## src/rtl/spi_slave_adc_emu_pkg.sv

```systemverilog
// ----------------------------------------------------------------------------
// spi_adc_pkg
// Shared definitions for the SPI ADC emulator.
// Contents:
//   state_e                      - frame state machine encoding
//   DEF_DATA_W                   - default sample width
//   DEF_LEAD_BITS                - default zero bits ahead of the MSB
//   DEF_FRAME_BITS               - default sclk falling edges per frame
//   DEF_SYNC_STAGES              - default synchronizer depth
//   CNT_W                        - fall-counter width
//   in_data_window()             - true when fall count k selects a data bit
// ----------------------------------------------------------------------------
package spi_adc_pkg;

    localparam int unsigned DEF_DATA_W      = 8;
    localparam int unsigned DEF_LEAD_BITS   = 3;
    localparam int unsigned DEF_FRAME_BITS  = 16;
    localparam int unsigned DEF_SYNC_STAGES = 2;

    // Five bits covers FRAME_BITS up to 31.
    localparam int unsigned CNT_W = 5;

    typedef enum logic [1:0] {
        StIdle   = 2'd0,
        StActive = 2'd1,
        StDone   = 2'd2
    } state_e;

    // Counts k in (lead, lead + data_w] carry a sample bit; all others drive 0.
    function automatic logic in_data_window(
        input logic [CNT_W-1:0] k,
        input logic [CNT_W-1:0] last_lead,
        input logic [CNT_W-1:0] last_data
    );
        return (k > last_lead) && (k <= last_data);
    endfunction

endpackage

```

## src/rtl/spi_slave_adc_emu_if.sv

```systemverilog
// ----------------------------------------------------------------------------
// spi_slave_adc_emu_if
// Three-wire SPI link between the lab06 master and the ADC emulator.
// Signals:
//   cs_n   - chip select, active low, driven by the master
//   sclk   - serial clock, idles high, driven by the master
//   sdata  - serial data, driven by the emulator
// Modports:
//   master - drives cs_n/sclk, reads sdata
//   slave  - reads cs_n/sclk, drives sdata
// ----------------------------------------------------------------------------
interface spi_slave_adc_emu_if;

    logic cs_n;
    logic sclk;
    logic sdata;

    modport master (
        output cs_n,
        output sclk,
        input  sdata
    );

    modport slave (
        input  cs_n,
        input  sclk,
        output sdata
    );

endinterface

```

## src/rtl/spi_slave_adc_emu_sync_edge_det.sv

```systemverilog
// ----------------------------------------------------------------------------
// sync_edge_det
// Brings an asynchronous level into the clk domain through a SYNC_STAGES
// flop chain, then compares against one history flop to produce edge strobes.
// Ports:
//   clk      in   system clock
//   rst      in   asynchronous, active-high reset
//   i_async  in   raw asynchronous input
//   o_level  out  synchronized level
//   o_rise   out  one-cycle strobe on a synchronized 0->1 transition
//   o_fall   out  one-cycle strobe on a synchronized 1->0 transition
// ----------------------------------------------------------------------------
module sync_edge_det #(
    parameter int unsigned SYNC_STAGES = 2,
    parameter logic        RESET_VAL   = 1'b1
) (
    input  logic clk,
    input  logic rst,
    input  logic i_async,
    output logic o_level,
    output logic o_rise,
    output logic o_fall
);

    // Fewer than two stages is not a synchronizer; clamp rather than fail.
    localparam int unsigned N = (SYNC_STAGES < 2) ? 2 : SYNC_STAGES;

    logic [N-1:0] r_sync;
    logic         r_hist;

    // Reset to the idle level so leaving reset never fabricates an edge.
    always_ff @(posedge clk or posedge rst) begin
        if (rst) begin
            r_sync <= {N{RESET_VAL}};
            r_hist <= RESET_VAL;
        end else begin
            r_sync <= {r_sync[N-2:0], i_async};
            r_hist <= r_sync[N-1];
        end
    end

    assign o_level = r_sync[N-1];
    assign o_rise  = r_sync[N-1] & ~r_hist;
    assign o_fall  = ~r_sync[N-1] & r_hist;

endmodule

```

## src/rtl/spi_slave_adc_emu.sv

```systemverilog
// ----------------------------------------------------------------------------
// spi_slave_adc_emu
// Emulates the 8-bit serial ADC read by the lab06 SPI master. A sample is
// latched at frame start and shifted out MSB first after LEAD_BITS zeros;
// the remainder of the frame reads as zeros.
// Ports:
//   clk             in   system clock
//   rst             in   asynchronous, active-high reset
//   i_sample_in     in   next sample value (DATA_W bits)
//   i_sample_valid  in   writes i_sample_in into the holding register
//   spi_if          --   slave side of the SPI link (cs_n, sclk in; sdata out)
//   o_busy          out  high while a frame is in progress
//   o_frame_done    out  one-cycle pulse when a complete frame ends
//   o_frame_abort   out  one-cycle pulse when cs_n rises before FRAME_BITS falls
// ----------------------------------------------------------------------------
module spi_slave_adc_emu
    import spi_adc_pkg::*;
#(
    parameter int unsigned DATA_W      = DEF_DATA_W,
    parameter int unsigned LEAD_BITS   = DEF_LEAD_BITS,
    parameter int unsigned FRAME_BITS  = DEF_FRAME_BITS,
    parameter int unsigned SYNC_STAGES = DEF_SYNC_STAGES
) (
    input  logic                clk,
    input  logic                rst,
    input  logic [DATA_W-1:0]   i_sample_in,
    input  logic                i_sample_valid,
    spi_slave_adc_emu_if.slave  spi_if,
    output logic                o_busy,
    output logic                o_frame_done,
    output logic                o_frame_abort
);

    localparam logic [CNT_W-1:0] LAST_LEAD = CNT_W'(LEAD_BITS);
    localparam logic [CNT_W-1:0] LAST_DATA = CNT_W'(LEAD_BITS + DATA_W);
    localparam logic [CNT_W-1:0] FRAME_END = CNT_W'(FRAME_BITS);

    logic w_cs_level;
    logic w_cs_rise;
    logic w_cs_fall;
    logic w_unused_sclk_level;
    logic w_unused_sclk_rise;
    logic w_sclk_fall;

    sync_edge_det #(
        .SYNC_STAGES (SYNC_STAGES),
        .RESET_VAL   (1'b1)
    ) u_sync_cs (
        .clk     (clk),
        .rst     (rst),
        .i_async (spi_if.cs_n),
        .o_level (w_cs_level),
        .o_rise  (w_cs_rise),
        .o_fall  (w_cs_fall)
    );

    sync_edge_det #(
        .SYNC_STAGES (SYNC_STAGES),
        .RESET_VAL   (1'b1)
    ) u_sync_sclk (
        .clk     (clk),
        .rst     (rst),
        .i_async (spi_if.sclk),
        .o_level (w_unused_sclk_level),
        .o_rise  (w_unused_sclk_rise),
        .o_fall  (w_sclk_fall)
    );

    state_e            r_state;
    logic [DATA_W-1:0] r_hold;
    logic [DATA_W-1:0] r_shift;
    logic [CNT_W-1:0]  r_cnt;
    logic              r_sdata;
    logic              r_busy;
    logic              r_done;
    logic              r_abort;

    logic [CNT_W-1:0]  w_cnt_inc;
    logic              w_sclk_fall_sel;

    assign w_cnt_inc = r_cnt + 1'b1;
    // Only count sclk falls while the synchronized select is still low.
    assign w_sclk_fall_sel = w_sclk_fall & ~w_cs_level;

    always_ff @(posedge clk or posedge rst) begin
        if (rst) begin
            r_state <= StIdle;
            r_hold  <= '0;
            r_shift <= '0;
            r_cnt   <= '0;
            r_sdata <= 1'b0;
            r_busy  <= 1'b0;
            r_done  <= 1'b0;
            r_abort <= 1'b0;
        end else begin
            r_done  <= 1'b0;
            r_abort <= 1'b0;

            // Holding register is written in every state; the shift register
            // only picks it up at frame start, so mid-frame writes are safe.
            if (i_sample_valid) begin
                r_hold <= i_sample_in;
            end

            unique case (r_state)
                StIdle: begin
                    r_sdata <= 1'b0;
                    r_busy  <= 1'b0;
                    if (w_cs_fall) begin
                        // A write landing on the start cycle bypasses the hold.
                        r_shift <= i_sample_valid ? i_sample_in : r_hold;
                        r_cnt   <= '0;
                        r_busy  <= 1'b1;
                        r_state <= StActive;
                    end
                end

                StActive: begin
                    r_busy <= 1'b1;
                    // cs_rise takes priority over a coincident sclk fall.
                    if (w_cs_rise) begin
                        r_abort <= 1'b1;
                        r_sdata <= 1'b0;
                        r_busy  <= 1'b0;
                        r_state <= StIdle;
                    end else if (w_sclk_fall_sel) begin
                        r_cnt <= w_cnt_inc;
                        if (in_data_window(w_cnt_inc, LAST_LEAD, LAST_DATA)) begin
                            r_sdata <= r_shift[DATA_W-1];
                            r_shift <= {r_shift[DATA_W-2:0], 1'b0};
                        end else begin
                            r_sdata <= 1'b0;
                        end
                        if (w_cnt_inc >= FRAME_END) begin
                            r_state <= StDone;
                        end
                    end
                end

                StDone: begin
                    // Extra sclk falls are ignored; the counter holds its value.
                    r_sdata <= 1'b0;
                    r_busy  <= 1'b1;
                    if (w_cs_rise) begin
                        r_done  <= 1'b1;
                        r_busy  <= 1'b0;
                        r_state <= StIdle;
                    end
                end

                default: begin
                    r_sdata <= 1'b0;
                    r_busy  <= 1'b0;
                    r_state <= StIdle;
                end
            endcase
        end
    end

    assign spi_if.sdata  = r_sdata;
    assign o_busy        = r_busy;
    assign o_frame_done  = r_done;
    assign o_frame_abort = r_abort;

endmodule

```

## src/flat_wrapper.sv

```systemverilog
// flat-port wrapper written by rule: the top's interface ports become plain ports
module spi_slave_adc_emu_flat import spi_adc_pkg::*;
#(
    parameter int unsigned DATA_W      = DEF_DATA_W,
    parameter int unsigned LEAD_BITS   = DEF_LEAD_BITS,
    parameter int unsigned FRAME_BITS  = DEF_FRAME_BITS,
    parameter int unsigned SYNC_STAGES = DEF_SYNC_STAGES
)
  (clk, rst, i_sample_in, i_sample_valid, o_busy, o_frame_done, o_frame_abort, spi_if_cs_n, spi_if_sclk, spi_if_sdata);
  spi_slave_adc_emu_if spi_if_i ();
  input  logic clk;
  input  logic rst;
  input  logic [DATA_W-1:0] i_sample_in;
  input  logic i_sample_valid;
  output logic o_busy;
  output logic o_frame_done;
  output logic o_frame_abort;
  input wire logic [$bits(spi_if_i.cs_n)-1:0] spi_if_cs_n;
  input wire logic [$bits(spi_if_i.sclk)-1:0] spi_if_sclk;
  output wire logic [$bits(spi_if_i.sdata)-1:0] spi_if_sdata;
  assign spi_if_i.cs_n = spi_if_cs_n;
  assign spi_if_i.sclk = spi_if_sclk;
  assign spi_if_sdata = spi_if_i.sdata;
  spi_slave_adc_emu #(.DATA_W(DATA_W), .LEAD_BITS(LEAD_BITS), .FRAME_BITS(FRAME_BITS), .SYNC_STAGES(SYNC_STAGES)) u_core (.clk(clk), .rst(rst), .i_sample_in(i_sample_in), .i_sample_valid(i_sample_valid), .spi_if(spi_if_i), .o_busy(o_busy), .o_frame_done(o_frame_done), .o_frame_abort(o_frame_abort));
endmodule
```

## config.mk

```make
export PLATFORM = sky130hd
export DESIGN_NAME = spi_slave_adc_emu_flat
export DESIGN_NICKNAME = d
export VERILOG_FILES = /design/src/rtl/spi_slave_adc_emu_pkg.sv /design/src/rtl/spi_slave_adc_emu_if.sv /design/src/rtl/spi_slave_adc_emu_sync_edge_det.sv /design/src/rtl/spi_slave_adc_emu.sv /design/src/flat_wrapper.sv
export SDC_FILE = /design/constraint.sdc
export NUM_CORES = 1
export LEC_CHECK = 0
export CAP_MARGIN = 30
export CELL_PAD_IN_SITES_DETAIL_PLACEMENT = 1
export CELL_PAD_IN_SITES_GLOBAL_PLACEMENT = 1
export CORE_AREA = 4 4 68 70
export DETAILED_ROUTE_END_ITERATION = 8
export DIE_AREA = 0 0 72 74
export PLACE_DENSITY_LB_ADDON = 0.1
export SLEW_MARGIN = 25
export SYNTH_ARGS = -nofsm -noshare
export SYNTH_HDL_FRONTEND = slang
export SYNTH_HIERARCHICAL = 1
export SYNTH_SLANG_ARGS = --single-unit
```

## constraint.sdc

```tcl
create_clock -name clk -period 2.05 [get_ports clk]
set_input_delay 0.615 -clock clk [delete_from_list [all_inputs] [get_ports clk]]
set_output_delay 0.615 -clock clk [all_outputs]
set_load 0.1 [all_outputs]
```

==> results of run 1 <==
==> worst paths after layout <==
path / from / endpoint / slack (ns) / cells after the start
min: u_core/u_sync_sclk/r_sync[0] / u_core/u_sync_sclk/r_sync[1] / 0.36 / 0
max: u_core/u_sync_sclk/r_hist / u_core/r_shift[7] / 0.09 / 6
max in group asynchronous: rst / u_core/r_cnt[0] / 0.99 / 3
min in group asynchronous: rst / u_core/u_sync_cs/r_sync[0] / 0.75 / 2
max reg2reg: u_core/u_sync_sclk/r_hist / u_core/r_shift[7] / 0.09 / 6
min reg2reg: u_core/u_sync_sclk/r_sync[0] / u_core/u_sync_sclk/r_sync[1] / 0.36 / 0
==> cells in the final DEF (no fill, tap or decap), types with 2 or more instances in the layout <==
master	n
buf_12	5
ha_1	6
mux2_2	8
xor2_1	2
clkdlybuf4s50_1	12
nand2b_1	6
o31ai_1	7
buf_4	7
and2b_2	2
nand2_1	7
mux2i_1	8
inv_1	9
nand3_1	2
clkbuf_1	2
dfstp_2	6
nor2_1	7
a21oi_1	3
o21ai_0	12
nor2b_1	3
clkbuf_8	5
dfrtp_1	26
and2_1	2
==> worst register-to-register path: stages, from the launching register on <==
cell and delay, ns:
dfstp_2 0.51, and2b_2 0.14, or3b_1 0.34, a211o_1 0.33
a21o_4 0.24, nor2_2 0.13, mux2i_1 0.19
==> repair_timing <==
| item | 4_1_cts | 5_1_grt |
|---|---|---|
| setup endpoints to repair | 0 | 10 |
| hold endpoints to repair | 0 | 0 |
| resized for setup | 0 | 9 |
==> flip-flops by register name, summed over array words and instances, names as in the netlist <==
signal and flops:
u_core/r_hold 8, u_core/r_shift 8, u_core/r_cnt 5, u_core/r_state 2
u_core/u_sync_cs/r_sync 2, u_core/u_sync_sclk/r_sync 2, u_core/o_busy 1, u_core/o_frame_abort 1
u_core/o_frame_done 1, u_core/spi_if.sdata 1, u_core/u_sync_cs/r_hist 1, u_core/u_sync_sclk/r_hist 1
==> where the power goes <==
group | switching [W] | total [W] | leakage (nW) | internal, W
clock | 0.000227 | 0.000465 | 0.0422 | 0.000238
sequential | 0.0000883 | 0.000891 | 0.404 | 0.000803
combinational | 0.000585 | 0.00105 | 0.423 | 0.000460
total | 0.000900 | 0.00240 | 0.869 | 0.00150
==> layer usage <==
metal / up-vias / global-route usage / wire (um) / share of wire
met2: 12 / 0.236 / 1620 / 0.53
met3: 2 / 0.0365 / 81 / 0.026
li1: 516 / - / - / -
met1: 505 / 0.147 / 1360 / 0.44
met4: 0 / 0.0501 / 20 / 0.0065
met5: - / 0 / 0 / 0
==> final cells by class <==
cell class | instances | area share
Timing Repair Buffer | 25 | 0.143
Tap cell | 50 | 0.0315
Inverter | 9 | 0.0170
Clock inverter | 1 | 0.00252
Sequential cell | 33 | 0.421
Clock buffer | 7 | 0.0385
Multi-Input combinational cell | 89 | 0.346
==> per-stage QoR <==
stage / total power [W] / setup TNS, ns / area (um2) / hold slack [ns]
2_1_floorplan: 0.00163 / 0 / 1560 / 0.345
3_3_place_gp: 0.00186 / 0 / 1860 / 0.346
3_5_place_dp: 0.00191 / 0 / 1860 / 0.351
4_1_cts: 0.00239 / 0 / 1950 / 0.361
5_1_grt: 0.00259 / -0.0319 / 1980 / 0.364
6_report: 0.00240 / 0 / 1980 / 0.358
==> run summary, run 1 <==
WORST SETUP PATH
-------------------------------------------------------------------------------------
Worst path max stage delay                                                    0.51 ns
Worst-path maximum fanout                                                          13
Critical path endpoint category                                              register
Worst endpoint data arrival time                                              2.16 ns
Start-to-end type of the worst setup path                                register to register
Critical path buffers and inverters                                                 0
Cell family contributing the most delay on the critical path             simple AND/OR/NAND/NOR gates
Required time worst endpoint                                                  2.25 ns
Critical Path, Cell by Cell                                              and2b_2, or3b_1, a211o_1, a21o_4, nor2_2, mux2i_1
Kind of launch point of the worst setup path                                 register
Worst path slowest cell                                                       dfstp_2

ROUTING
-------------------------------------------------------------------------------------
Avg WL per Cell                                                               14.4 um
Total Wirelength                                                              3.08 mm
Number of remaining DRC errors                                                      0
Antenna violation net count after detailed routing                                  0
Total iterations of the first detailed-routing run                                  2
Via-to-Cell Ratio                                                                4.84
Total number of vias                                                            1,035
Count of routing violations after the opening detailed-route iteration             35

CTS
-------------------------------------------------------------------------------------
Number of setup buffers added after CTS                                             0
Clk root buf                                                                 clkbuf_8
# hold bufs at CTS                                                                  0
CTS tree                                                                         done
Number of sinks handled by clock tree synthesis                                    33
Clock latency at the later pin of the worst-skew pair                         0.28 ns
H-tree lvl count                                                                    2
Total CTS buffers                                                                   5
Buffers from clock root to sink, at most                                            2
Clock-pin slew of the registers on the worst-case setup and hold paths        0.06 ns

PLACED DESIGN
-------------------------------------------------------------------------------------
Number of placed instances with taps included                                     206
Post-Place Setup Slack                                                      0.0203 ns
Buffers on Ports                                                                   16
Final GP Congestion                                                             0.723
HPWL Detailed                                                                 2.33 mm

GLOBAL ROUTE
-------------------------------------------------------------------------------------
All-layer global routing usage                                                  0.131
Initial antenna violation count                                                     0
Largest net degree at the start of global routing                                  28
First-pass GRT wire length                                                    5.33 mm
Global-route congestion overflow total                                              0
Via count of the first global-routing pass                                      1,162

FLOORPLANNING
-------------------------------------------------------------------------------------
Ports                                                                              17
Die height                                                                      74 um
Starting Density                                                                0.394
Total core area                                                           0.00397 mm2
Floorplan die area                                                        0.00533 mm2
Horizontal die dimension                                                        72 um
Number of placement rows                                                           23

STA
-------------------------------------------------------------------------------------
Period minus WS final                                                         1.96 ns
Unrepaired setup endpoints after global routing                                   yes
Final hold violation count                                                          0
Worst Clk Skew                                                             0.00980 ns
Worst relative slew slack                                                       0.693
Measured slew at the worst slew-check pin                                    0.459 ns
Number of failing setup endpoints in the final timing report                        0
Ratio of final minimum period to clock period                                   0.956
Upper clock frequency limit                                                 0.510 GHz
Least setup slack across all paths after layout                             0.0900 ns
Total count of max-transition violations in the final report                        0

RUN
-------------------------------------------------------------------------------------
Max Cap Viol                                                                        0

WORST HOLD PATH
-------------------------------------------------------------------------------------
Min-Delay Path Class                                                     register to register

LOGIC SYNTHESIS
-------------------------------------------------------------------------------------
Synth Cell Area                                                           0.00156 mm2
Number of instances in the synthesized netlist                                    137
Warnings from Yosys                                                                 6
Syn avg cell area                                                            11.4 um2
Net count after synthesis                                                         156

POWER
-------------------------------------------------------------------------------------
P per Cell Area                                                           1210 mW/mm2
Maximum vdd drop                                                             0.472 mV
Static leakage                                                               0.869 nW

CELLS AND AREA
-------------------------------------------------------------------------------------
Synthesis-to-layout area growth                                                 26.9%
Combined area of the multi-input logic cells                                  687 um2
Fin cells                                                                         214
ANT cells                                                                           0
Fill cell instance count of the final layout                                      439
Final net count                                                                   182
Total area of sequential cells                                                835 um2
Share of cells above drive strength 1                                           0.262
Final Util                                                                      0.499

OUTCOME
-------------------------------------------------------------------------------------
Run status                                                               complete, no violations

No activity file was read; power rests on OpenSTA's default activity.
==> inputs of run 2 (changes only) <==
Settings changed: CORE_AREA 4 4 68 70 to 4 4 65 67, DIE_AREA 0 0 72 74 to 0 0 69 71, SETUP_SLACK_MARGIN set to 0.3.
Clock period 2.05 ns to 2 ns, I/O delays scaled along.
==> run summary, run 2 (synthesized netlist as in run 1, its figures left out) <==
ROUTING
-------------------------------------------------------------------------------------
Count of routing violations after the opening detailed-route iteration             24
Top metal layer carrying routed signals                                          met4
Total iterations of the first detailed-routing run                                  5
Number of remaining DRC errors                                                      0
Via-to-Cell Ratio                                                                5.05
Total number of vias                                                            1,100
Avg WL per Cell                                                               15.2 um
Length of routed met2 wiring                                                  1.63 mm
Antenna violation net count after detailed routing                                  0
Met3 routed WL                                                                 117 um
Total Wirelength                                                              3.31 mm
DRT met1 WL                                                                   1.50 mm

PLACED DESIGN
-------------------------------------------------------------------------------------
Buffers on Ports                                                                   16
Final GP Congestion                                                             0.748
DP Area                                                                   0.00185 mm2
HPWL Detailed                                                                 2.15 mm

CTS
-------------------------------------------------------------------------------------
Number of sinks handled by clock tree synthesis                                    33
Buffers from clock root to sink, at most                                            2
H-tree lvl count                                                                    2
Clock latency at the later pin of the worst-skew pair                         0.28 ns
Total CTS buffers                                                                   5
Clk root buf                                                                 clkbuf_8
# hold bufs at CTS                                                                  0
CTS tree                                                                         done
Clock-pin slew of the registers on the worst-case setup and hold paths        0.07 ns

FLOORPLANNING
-------------------------------------------------------------------------------------
Total core area                                                           0.00363 mm2
Horizontal die dimension                                                        69 um
Ports                                                                              17
Floorplan die area                                                        0.00490 mm2
Starting Density                                                                0.430
Die height                                                                      71 um
Number of placement rows                                                           22

POWER
-------------------------------------------------------------------------------------
Share of total power consumed by net switching                                  0.380
Portion of total power attributed to combinational logic                        0.477
Register share of total power                                                   0.328
Clk network pwr share                                                           0.196
Maximum vdd drop                                                             0.605 mV
Internal portion of total power                                             0.00175 W
Reported net switching power                                                0.00107 W
P per Cell Area                                                           1300 mW/mm2
Static leakage                                                               0.921 nW
PnR Total Power                                                             0.00282 W

CELLS AND AREA
-------------------------------------------------------------------------------------
Total area of sequential cells                                                836 um2
Most common cell after layout, fill and taps aside                            dfrtp_1
ANT cells                                                                           0
Synthesis-to-layout area growth                                                 38.9%
Most frequent cells in the layout                                        25 x dfrtp_1, 12 x clkdlybuf4s50_1, 10 x buf_4
Share of cells above drive strength 1                                           0.382
Combined area of the multi-input logic cells                                  820 um2
Largest registers ranked by flip-flop count                              u_core/r_hold x8, u_core/r_shift x8, u_core/r_cnt x5
Final Util                                                                      0.597
Final std cell area, no fill                                              0.00217 mm2
Final net count                                                                   188
Fill cell instance count of the final layout                                      384

GLOBAL ROUTE
-------------------------------------------------------------------------------------
All-layer global routing usage                                                  0.148
Global-route congestion overflow total                                              0
Initial antenna violation count                                                     0
Largest net degree at the start of global routing                                  28
Via count of the first global-routing pass                                      1,200
First-pass GRT wire length                                                    5.69 mm

STA
-------------------------------------------------------------------------------------
Upper clock frequency limit                                                 0.514 GHz
Number of failing setup endpoints in the final timing report                        0
Ratio of final minimum period to clock period                                   0.973
Worst relative slew slack                                                       0.751
Total count of max-transition violations in the final report                        0
Unrepaired setup endpoints after global routing                                   yes
Worst Clk Skew                                                             0.00470 ns
Final hold violation count                                                          0
Final hold slack                                                             0.359 ns
Measured slew at the worst slew-check pin                                    0.370 ns
Period minus WS final                                                         1.95 ns

OUTCOME
-------------------------------------------------------------------------------------
Run status                                                               complete, no violations

WORST SETUP PATH
-------------------------------------------------------------------------------------
Required time worst endpoint                                                  2.21 ns
Start-to-end type of the worst setup path                                register to register
Worst endpoint data arrival time                                              2.15 ns
Kind of launch point of the worst setup path                                 register
Critical Path, Cell by Cell                                              and2b_2, or3b_1, a211o_1, buf_4, buf_6, inv_2, nand2_2, o21ai_2
Worst-path maximum fanout                                                           9
Worst path max stage delay                                                    0.51 ns
Critical path endpoint category                                              register
Worst path slowest cell                                                       dfstp_2
Critical path buffers and inverters                                                 3
Cell family contributing the most delay on the critical path             simple AND/OR/NAND/NOR gates

WORST HOLD PATH
-------------------------------------------------------------------------------------
Min-Delay Path Class                                                     register to register

RUN
-------------------------------------------------------------------------------------
Max Cap Viol                                                                        0

-- run 2: changes by cell type in the layout (fill, tap and decap cells not counted), moves of 3 or more --
cell and change:
o21ai_0 -10, o21ai_1 +7, buf_4 +3, buf_6 +3, o21ai_2 +3
-- run 2: layout make-up --
cell class,instances,area share
Clock buffer,7,0.0444
Timing Repair Buffer,30,0.148
Tap cell,48,0.0277
Inverter,9,0.0156
Multi-Input combinational cell,90,0.378
Sequential cell,33,0.385
Clock inverter,1,0.00231
-- run 2: metrics by stage --
step | cells | TNS [ns] | setup WS [ns]
floorplan | 137 | 0 | 0.0446
global placement | 204 | 0 | 0.0580
detailed placement | 204 | -0.00438 | -0.00438
CTS | 215 | 0 | 0.0703
global route | 218 | -0.0851 | -0.0235
finish | 218 | 0 | 0.0549
-- run 2: path summary, 6_finish.rpt --
check	from	endpoint	slack, ns	cells after the start
min	u_core/u_sync_sclk/r_sync[0]	u_core/u_sync_sclk/r_sync[1]	0.36	0
max in group asynchronous	rst	u_core/r_cnt[1]	0.98	3
max	u_core/u_sync_sclk/r_hist	u_core/r_cnt[2]	0.05	8
min reg2reg	u_core/u_sync_sclk/r_sync[0]	u_core/u_sync_sclk/r_sync[1]	0.36	0
max reg2reg	u_core/u_sync_sclk/r_hist	u_core/r_cnt[2]	0.05	8
min in group asynchronous	rst	u_core/u_sync_sclk/r_sync[0]	0.72	2
-- run 2: routing by layer --
metal,vias up,global-route usage
met4,0,0.0716
met2,15,0.239
met3,7,0.0455
met5,-,0
li1,529,-
met1,549,0.179
-- run 2: power groups by stage --
stage	Sequential [W]	Clock, W	Combinational (W)
3_3_place_gp	0.000913	0	0.00100
6_report	0.000926	0.000553	0.00135
5_1_grt	0.000945	0.000611	0.00148
3_5_place_dp	0.000920	0	0.00104
4_1_cts	0.000917	0.000575	0.00119
2_1_floorplan	0.00100	0	0.000693
-- run 2: timing repair --
item | in CTS | in global routing
hold endpoints to repair | 0 | 0
gates cloned | 1 | 1
resized for setup | 22 | 18
pin swaps | 5 | 3
endpoints found under the setup margin | 15 | 16
buffers inserted | 2 | 2
==> inputs of run 3 (changes only) <==
Settings changed: TNS_END_PERCENT set to 1.
==> run summary, run 3 (synthesized netlist as in run 1, its figures left out) <==
ROUTING
-------------------------------------------------------------------------------------
Total number of vias                                                            1,093
Antenna violation net count after detailed routing                                  0
Avg WL per Cell                                                               15.5 um
Count of routing violations after the opening detailed-route iteration             44
Total Wirelength                                                              3.34 mm
Via-to-Cell Ratio                                                                5.08
Total iterations of the first detailed-routing run                                  4
Number of remaining DRC errors                                                      0

WORST HOLD PATH
-------------------------------------------------------------------------------------
Min-Delay Path Class                                                     register to register

CTS
-------------------------------------------------------------------------------------
CTS tree                                                                         done
# hold bufs at CTS                                                                  0
H-tree lvl count                                                                    2
Clk root buf                                                                 clkbuf_8
Number of sinks handled by clock tree synthesis                                    33
Buffers from clock root to sink, at most                                            2
Clock-pin slew of the registers on the worst-case setup and hold paths        0.06 ns
Total CTS buffers                                                                   5
Clock latency at the later pin of the worst-skew pair                         0.28 ns

CELLS AND AREA
-------------------------------------------------------------------------------------
Synthesis-to-layout area growth                                                 34.7%
Most frequent cells in the layout                                        25 x dfrtp_1, 12 x clkdlybuf4s50_1, 10 x o21ai_1
Final Util                                                                      0.579
Most common cell after layout, fill and taps aside                            dfrtp_1
Final net count                                                                   185
Fill cell instance count of the final layout                                      385
Fin cells                                                                         215
Largest registers ranked by flip-flop count                              u_core/r_hold x8, u_core/r_shift x8, u_core/r_cnt x5
Final std cell area, no fill                                              0.00210 mm2
Share of cells above drive strength 1                                           0.335
ANT cells                                                                           0

PLACED DESIGN
-------------------------------------------------------------------------------------
HPWL Detailed                                                                 2.45 mm
Buffers on Ports                                                                   16
Final GP Congestion                                                             0.721
DP Area                                                                   0.00187 mm2
Number of placed instances with taps included                                     205

WORST SETUP PATH
-------------------------------------------------------------------------------------
Worst endpoint data arrival time                                              2.12 ns
Critical path endpoint category                                              register
Start-to-end type of the worst setup path                                register to register
Kind of launch point of the worst setup path                                 register
Worst-path maximum fanout                                                          13
Required time worst endpoint                                                  2.20 ns

POWER
-------------------------------------------------------------------------------------
Portion of total power attributed to combinational logic                        0.474
Static leakage                                                               0.891 nW
Register share of total power                                                   0.349
Maximum vdd drop                                                             0.560 mV
P per Cell Area                                                           1270 mW/mm2
Clk network pwr share                                                           0.177
Reported net switching power                                                0.00103 W
Share of total power consumed by net switching                                  0.388
Internal portion of total power                                             0.00163 W

FLOORPLANNING
-------------------------------------------------------------------------------------
Starting Density                                                                0.430
Number of placement rows                                                           22
Horizontal die dimension                                                        69 um
Die height                                                                      71 um
Floorplan die area                                                        0.00490 mm2
Ports                                                                              17
Total core area                                                           0.00363 mm2

STA
-------------------------------------------------------------------------------------
Number of failing setup endpoints in the final timing report                        0
Final hold slack                                                             0.356 ns
Final hold violation count                                                          0
Period minus WS final                                                         1.92 ns
Upper clock frequency limit                                                 0.520 GHz
Worst Clk Skew                                                             0.00574 ns
Ratio of final minimum period to clock period                                   0.962
Post-Route Setup TNS                                                             0 ns
Unrepaired setup endpoints after global routing                                   yes
Worst relative slew slack                                                       0.756
Measured slew at the worst slew-check pin                                    0.362 ns
Total count of max-transition violations in the final report                        0

GLOBAL ROUTE
-------------------------------------------------------------------------------------
Largest net degree at the start of global routing                                  28
First-pass GRT wire length                                                    5.77 mm
Global-route congestion overflow total                                              0
All-layer global routing usage                                                  0.150
Via count of the first global-routing pass                                      1,209
Initial antenna violation count                                                     0

OUTCOME
-------------------------------------------------------------------------------------
Run status                                                               complete, no violations

RUN
-------------------------------------------------------------------------------------
Max Cap Viol                                                                        0

[run 3: cell types whose count changed in the layout (fill, tap and decap cells not counted), sizes merged]
cell    delta
buf        -2
a21o       -1
clkbuf     -1
clkinv     +1
[run 3: path summary, 6_finish.rpt]
| kind | startpoint | to | slack, ns | cells past startpoint |
|---|---|---|---|---|
| worst min-delay path | u_core/u_sync_cs/r_sync[0] | u_core/u_sync_cs/r_sync[1] | 0.36 | 0 |
| worst min register to register | u_core/u_sync_cs/r_sync[0] | u_core/u_sync_cs/r_sync[1] | 0.36 | 0 |
| worst max register to register | u_core/u_sync_sclk/r_hist | u_core/r_shift[7] | 0.08 | 6 |
| max in group asynchronous | rst | u_core/r_cnt[0] | 0.97 | 3 |
| worst max-delay path | u_core/u_sync_sclk/r_hist | u_core/r_shift[7] | 0.08 | 6 |
| min in group asynchronous | rst | u_core/u_sync_sclk/r_sync[1] | 0.72 | 2 |
[run 3: stage by stage]
| stage | setup slack (ns) | total power, W |
|---|---|---|
| floorplan | 0.0444 | 0.00169 |
| global placement | 0.0426 | 0.00193 |
| detailed placement | -0.0492 | 0.00200 |
| CTS | 0.0437 | 0.00257 |
| global route | -0.0363 | 0.00287 |
| finish | 0.0762 | 0.00266 |
[run 3: final cells by class]
| cell class | count | area (um2) | area share |
|---|---|---|---|
| flip-flops and latches | 33 | 836 | 0.397 |
| clock inverters | 2 | 10.0 | 0.00476 |
| repair buffers | 28 | 310 | 0.147 |
| inverters | 9 | 33.8 | 0.0161 |
| well taps | 48 | 60.1 | 0.0285 |
| clock buffers | 6 | 72.6 | 0.0345 |
| multi-input cells | 89 | 782 | 0.372 |
[run 3: repair_timing]
item / CTS / global route
endpoints found under the setup margin: 16 / 16
cloned: 1 / 0
endpoints found under the hold margin: 0 / 0
resized for setup: 7 / 27
setup buffers: 1 / 0
pin swaps: 0 / 8
[run 3: routing by layer]
| metal | routed length [um] | track usage | vias up | part of all wire |
|---|---|---|---|---|
| li1 | - | - | 520 | - |
| met1 | 1420 | 0.177 | 553 | 0.42 |
| met2 | 1770 | 0.254 | 15 | 0.53 |
| met3 | 99 | 0.0426 | 5 | 0.030 |
| met4 | 60 | 0.0694 | 0 | 0.018 |
| met5 | 0 | 0 | - | 0 |
[run 3: power by group through the flow]
stage	clock network, W	logic (W)	registers [W]
final	0.000473	0.00126	0.000930
after global routing	0.000526	0.00139	0.000946
after CTS	0.000499	0.00116	0.000912
after detailed placement	0	0.00107	0.000925
after global placement	0	0.00101	0.000913
after floorplan	0	0.000686	0.00100
[run 3: critical path: stages (launching register included)]
cell and delay (ns):
dfstp_2 0.51, and2b_2 0.14, or3b_1 0.34, a211o_1 0.29, a21o_4 0.26, nor2_4 0.11
mux2i_1 0.19
